[src/rtl/dmem_ctrl_if.sv]
// dmem_ctrl_if: request/response bundle for the data memory stage.
//   req_valid/req_ready/req_write/req_addr/req_wdata : request handshake (master drives)
//   mem_out   : last completed load byte (slave drives)
//   resp_valid: one-cycle completion pulse (slave drives)
//   busy      : access in flight, used as pipeline stall (slave drives)
interface dmem_ctrl_if #(
  parameter int ADDR_W = 8,
  parameter int DATA_W = 8
);
  logic              req_valid;
  logic              req_ready;
  logic              req_write;
  logic [ADDR_W-1:0] req_addr;
  logic [DATA_W-1:0] req_wdata;
  logic [DATA_W-1:0] mem_out;
  logic              resp_valid;
  logic              busy;

  modport master (
    output req_valid, req_write, req_addr, req_wdata,
    input  req_ready, mem_out, resp_valid, busy
  );

  modport slave (
    input  req_valid, req_write, req_addr, req_wdata,
    output req_ready, mem_out, resp_valid, busy
  );
endinterface

[src/rtl/dmem_ctrl.sv]
// dmem_ctrl: data memory stage of the 8-bit datapath.
// One load or store per accepted request, completing LATENCY cycles after
// the accept cycle. Storage is a 2^ADDR_W x DATA_W array inside the block
// (not cleared by reset).
// Ports:
//   clk, rst_n : clock, asynchronous active-low reset
//   bus        : dmem_ctrl_if.slave (request handshake, mem_out, resp_valid, busy)
//   load_count, store_count : accepted-request counters, saturating at 0xFFFF
//                             (present only when DMEM_STATS_EN is defined)
// Optional feature macro: DMEM_STATS_EN
module dmem_ctrl #(
  parameter int ADDR_W  = 8,
  parameter int DATA_W  = 8,
  parameter int LATENCY = 2
) (
  input  logic        clk,
  input  logic        rst_n,
  dmem_ctrl_if.slave  bus
`ifdef DMEM_STATS_EN
  ,
  output logic [15:0] load_count,
  output logic [15:0] store_count
`endif
);

  if (LATENCY < 1 || LATENCY > 15) begin : g_bad_latency
    $error("dmem_ctrl: LATENCY must be in 1..15");
  end

  localparam logic [3:0] CNT_INIT = 4'(LATENCY - 1);

  typedef enum logic [1:0] {IDLE, WAIT, RESP} state_t;

  state_t            state, state_nxt;
  logic [3:0]        cnt, cnt_nxt;
  logic              acc_write;
  logic [ADDR_W-1:0] acc_addr;
  logic [DATA_W-1:0] acc_wdata;
  logic [DATA_W-1:0] mem_out_q;
  logic [DATA_W-1:0] mem [2**ADDR_W];

  logic              accept;
  logic              fin;
  logic              fin_write;
  logic [ADDR_W-1:0] fin_addr;
  logic [DATA_W-1:0] fin_wdata;

  assign accept = bus.req_valid && bus.req_ready;

  // Completion happens on the edge entering RESP. With LATENCY == 1 that is
  // the accept edge itself, so the live request fields are used instead of
  // the latched copy. Gating with rst_n keeps an access held during reset
  // from touching the array.
  assign fin = rst_n && ((state == WAIT && cnt == 4'd1) ||
                         (LATENCY == 1 && accept));
  assign fin_write = (LATENCY == 1) ? bus.req_write : acc_write;
  assign fin_addr  = (LATENCY == 1) ? bus.req_addr  : acc_addr;
  assign fin_wdata = (LATENCY == 1) ? bus.req_wdata : acc_wdata;

  always_comb begin
    state_nxt      = state;
    cnt_nxt        = cnt;
    bus.req_ready  = 1'b1;
    bus.busy       = 1'b0;
    bus.resp_valid = 1'b0;
    case (state)
      IDLE, RESP: begin
        bus.resp_valid = (state == RESP);
        if (accept) begin
          cnt_nxt   = CNT_INIT;
          state_nxt = (LATENCY > 1) ? WAIT : RESP;
        end else begin
          state_nxt = IDLE;
        end
      end
      WAIT: begin
        bus.req_ready = 1'b0;
        bus.busy      = 1'b1;
        cnt_nxt       = cnt - 4'd1;
        if (cnt == 4'd1) state_nxt = RESP;
      end
      default: state_nxt = IDLE;
    endcase
  end

  always_ff @(posedge clk or negedge rst_n) begin
    if (!rst_n) begin
      state     <= IDLE;
      cnt       <= '0;
      acc_write <= 1'b0;
      acc_addr  <= '0;
      acc_wdata <= '0;
      mem_out_q <= '0;
    end else begin
      state <= state_nxt;
      cnt   <= cnt_nxt;
      if (accept) begin
        acc_write <= bus.req_write;
        acc_addr  <= bus.req_addr;
        acc_wdata <= bus.req_wdata;
      end
      if (fin && !fin_write) mem_out_q <= mem[fin_addr];
    end
  end

  always_ff @(posedge clk) begin
    if (fin && fin_write) mem[fin_addr] <= fin_wdata;
  end

  assign bus.mem_out = mem_out_q;

`ifdef DMEM_STATS_EN
  always_ff @(posedge clk or negedge rst_n) begin
    if (!rst_n) begin
      load_count  <= '0;
      store_count <= '0;
    end else if (accept) begin
      if (bus.req_write) begin
        if (store_count != 16'hFFFF) store_count <= store_count + 16'd1;
      end else begin
        if (load_count != 16'hFFFF) load_count <= load_count + 16'd1;
      end
    end
  end
`endif

endmodule

[src/flat_wrapper.sv]
// flat-port wrapper written by rule: the top's interface ports become plain ports
module dmem_ctrl_flat 
#(
  parameter int ADDR_W  = 8,
  parameter int DATA_W  = 8,
  parameter int LATENCY = 2
)
  (clk, rst_n, bus_req_valid, bus_req_write, bus_req_addr, bus_req_wdata, bus_req_ready, bus_mem_out, bus_resp_valid, bus_busy);
  dmem_ctrl_if #(.ADDR_W(ADDR_W), .DATA_W(DATA_W)) bus_i ();
  input  logic clk;
  input  logic rst_n;
  input wire logic [$bits(bus_i.req_valid)-1:0] bus_req_valid;
  input wire logic [$bits(bus_i.req_write)-1:0] bus_req_write;
  input wire logic [$bits(bus_i.req_addr)-1:0] bus_req_addr;
  input wire logic [$bits(bus_i.req_wdata)-1:0] bus_req_wdata;
  output wire logic [$bits(bus_i.req_ready)-1:0] bus_req_ready;
  output wire logic [$bits(bus_i.mem_out)-1:0] bus_mem_out;
  output wire logic [$bits(bus_i.resp_valid)-1:0] bus_resp_valid;
  output wire logic [$bits(bus_i.busy)-1:0] bus_busy;
  assign bus_i.req_valid = bus_req_valid;
  assign bus_i.req_write = bus_req_write;
  assign bus_i.req_addr = bus_req_addr;
  assign bus_i.req_wdata = bus_req_wdata;
  assign bus_req_ready = bus_i.req_ready;
  assign bus_mem_out = bus_i.mem_out;
  assign bus_resp_valid = bus_i.resp_valid;
  assign bus_busy = bus_i.busy;
  dmem_ctrl #(.ADDR_W(ADDR_W), .DATA_W(DATA_W), .LATENCY(LATENCY)) u_core (.clk(clk), .rst_n(rst_n), .bus(bus_i));
endmodule
[config.mk]
export PLATFORM = sky130hd
export DESIGN_NAME = dmem_ctrl_flat
export DESIGN_NICKNAME = d
export VERILOG_FILES = /design/src/rtl/dmem_ctrl_if.sv /design/src/rtl/dmem_ctrl.sv /design/src/flat_wrapper.sv
export SDC_FILE = /design/constraint.sdc
export NUM_CORES = 2
export LEC_CHECK = 0
export BUFFER_PORTS_ARGS = -buffer_cell sky130_fd_sc_hd__buf_2
export CAP_MARGIN = 30
export CORE_MARGIN = 2
export CORE_UTILIZATION = 55
export CTS_CLUSTER_DIAMETER = 80
export DETAILED_ROUTE_END_ITERATION = 7
export GPL_ROUTABILITY_DRIVEN = 0
export PLACE_DENSITY_LB_ADDON = 0.3
export SLEW_MARGIN = 40
export SYNTH_ARGS = -nofsm -noshare
export SYNTH_HDL_FRONTEND = slang
export SYNTH_SLANG_ARGS = --single-unit
[constraint.sdc]
create_clock -name clk -period 6.8 [get_ports clk]
set_input_delay 1.36 -clock clk [delete_from_list [all_inputs] [get_ports clk]]
set_output_delay 1.36 -clock clk [all_outputs]
set_load 0.01 [all_outputs]
==> metrics.md <==
| Metric | Value |
|---|---|
| Sw frac | `0.335` |
| Clk buf depth | `3` |
| Status | `finished clean` |
| Startpoint Class | `register` |
| Clk_skew | `0.0307 ns` |
| First-pass GRT wire length | `297000 um` |
| Core area | `145000 um2` |
| Postcts setup bufs | `0` |
| Drt total wl | `209000 um` |
| Die Width | `386 um` |
| Reg2Reg Setup Slack | `2.29 ns` |
| Synthesized area per cell | `20.9 um2` |
| Share of total power in the clock network | `0.269` |
| Async set or reset register ratio after synthesis | `0.0149` |
| DR WL/cell | `34.5 um` |
| # Max-Cap Violations | `0` |
| Most frequent cells in the layout | `edfxtp_1, mux4_2, nor2_1, clkbuf_16, mux2i_1` |
| Initial antenna violation count | `10` |
| Pre-CTS setup slack | `1.87 ns` |
| Die Y | `386 um` |
| Initial Util | `0.553` |
| Crit path DAT | `5.23 ns` |
| Reg power frac | `0.432` |
| Commonest non-fill, non-tap cell in the layout | `edfxtp_1` |
| Yosys reg bits | `2079` |
| Pint | `25800 uW` |
| FP Rows | `140` |
| Hold Fails Final Rpt | `0` |
| Syn Nets | `3876` |
| Crit Path Max Fanout | `84` |
| Post-Syn Area | `80500 um2` |
| Antenna Violating Nets Remaining | `0` |
| Grt ovf | `0` |
| PwrDens | `432 nW/um2` |
| Worst-Margin Slew | `0.968 ns` |
| Routed vias/inst | `6.81` |
| Setup TNS | `0 ns` |
| CTS tree | `done` |
| Fmax | `222 MHz` |
| Worst skew pair latency | `0.85 ns` |
| CTS clk-pin slew, worst paths | `0.06 ns` |
| Sw power | `13000 uW` |
| Layout Nets | `3996` |
| Gate power share | `0.299` |
| CTS H-tree lvls | `4` |
| Number of flops mapped to enable cells by yosys | `2048` |
| CTS Buf Count | `194` |
| Worst setup margin | `2.29 ns` |
| Layout cell share with drive strength beyond 1 | `0.255` |
| Total track usage | `0.280` |
| Peak supply drop | `0.428 mV` |
| Synth warnings | `0` |
| Slew headroom | `0.355` |
| Vias | `41200` |
| P&R area growth vs syn | `11.4%` |
| Crit Path Class | `reg -> reg` |
| Final Hold Slack | `0.556 ns` |
| CTS root buf | `clkbuf_16` |
| Mapped Cells | `3854` |
| Tcrit/Tclk final | `0.663` |
| Non-filler cells, final | `6054` |
| Slowest cell delay on critical path | `0.73 ns` |
| Die Area | `149000 um2` |
| Initial drt markers | `6107` |
| Clock sink count | `2079` |
| Vias in the first global route | `40200` |
| Post-synth top flop | `edfxtp_1` |
| Final setup violation count | `0` |
| Placed insts | `5688` |
| Slowest CP cell | `dfrtp_4` |
| # IOs | `31` |
| Post-CTS Resized | `0` |
| Final Max Slew Viols | `0` |
| Dpl hpwl | `125000 um` |
| Crit path cell chain | `buf_4 -> buf_12 -> mux4_2 -> o22ai_1 -> nor4_1 -> a31oi_1 -> a21oi_1 -> o32a_1` |
| Leakage | `0.0277 uW` |
| Iteration count of the initial detailed-routing pass | `6` |
| # DRC | `0` |
| Worst setup EP type | `register` |
| I/O Buffers | `30` |
| Worst Hold Class | `reg -> reg` |
| Largest net degree at the start of global routing | `199` |
| Worst EP required | `7.53 ns` |
| Crit path time final | `4.51 ns` |
| RSZ-0062 raised after global routing | `false` |
| Sequential share of the synthesized area | `0.774` |
| Post-synth cell types | `59` |
| CP bufs+invs | `2` |
| Hold-fix buffers at CTS | `0` |
| Cell family with most CP delay | `compound AO/OA/AOI/OAI gates` |
[cell type report]
cell class | count | area (um2)
repair buffers | 151 | 1400
fillers | 9823 | 55800
inverters | 12 | 45.0
multi-input cells | 1536 | 17400
clock buffers | 244 | 5100
clock inverters | 113 | 960
flip-flops and latches | 2079 | 62300
well taps | 1917 | 2400
diodes | 2 | 5.00
[metal layers]
layer	GRT usage	part of all wire
met1	0.399	0.37
met2	0.416	0.46
met3	0.0830	0.13
met4	0.104	0.040
met5	0	0.00024
[cells in the mapped netlist (37+ instances only)]
cell type	instances	area share
edfxtp_1	2048	0.76
mux4_2	464	0.13
nor2_1	297	0.014
mux2i_1	155	0.019
nand2_1	124	0.0058
clkbuf_1	99	0.0046
o22ai_1	78	0.0061
buf_2	77	0.0048
a22oi_1	49	0.0046
a21oi_1	38	0.0024
nand3_1	37	0.0023
[worst register-to-register path, stage by stage, from the launching register on]
cell     delay, ns
dfrtp_4       0.73
buf_4         0.72
buf_12        0.62
mux4_2        0.74
o22ai_1       0.32
nor4_1        0.12
a31oi_1       0.44
a21oi_1       0.33
o32a_1        0.38
[final timing paths]
kind,from,end,depth (start not counted)
min in group asynchronous,rst_n,u_core.acc_wdata[7],2
worst max-delay path,u_core.acc_addr[1],u_core.bus.mem_out[6],8
max in group asynchronous,rst_n,u_core.acc_wdata[1],2
worst min register to register,u_core.cnt[0],u_core.cnt[0],1
worst min-delay path,u_core.cnt[0],u_core.cnt[0],1
worst max register to register,u_core.acc_addr[1],u_core.bus.mem_out[6],8
[stage by stage]
step	instance area (um2)	utilization	total power (uW)
2_1_floorplan	80500	-	24100
3_3_place_gp	82900	0.570	28000
3_5_place_dp	83200	0.572	28300
4_1_cts	89300	0.614	38500
5_1_grt	89600	0.616	39800
6_report	89600	0.616	38800
[state kept, by name, indices dropped and copies added, names as in the netlist]
signal              count
u_core.acc_write        1
u_core.bus.mem_out      8
u_core.state            2
u_core.acc_wdata        8
u_core.acc_addr         8
u_core.mem           2048
u_core.cnt              4
[logic make-up (layout without fill, tap and decap cells)]
logic type	after synthesis	in the layout	synth area share
flip-flops	2079	2079	0.774
AO/OA/AOI/OAI	315	315	0.0271
buffers and inverters	239	520	0.0145
multiplexers	647	647	0.153
other	0	2	0
XOR/XNOR	2	2	0.000218
adder cells (fa/ha/maj)	2	2	0.000311
AND/OR/NAND/NOR	570	570	0.0308
[power by group through the flow]
| stage | Sequential, uW | Combinational [uW] | Clock, uW |
|---|---|---|---|
| floorplan | 17800 | 6350 | 0 |
| global placement | 17200 | 10800 | 0 |
| finish | 16700 | 11600 | 10400 |
| CTS | 16800 | 11200 | 10500 |
| global route | 16800 | 12000 | 11000 |
| detailed placement | 17100 | 11200 | 0 |
Power figures use the tool's default switching activity.
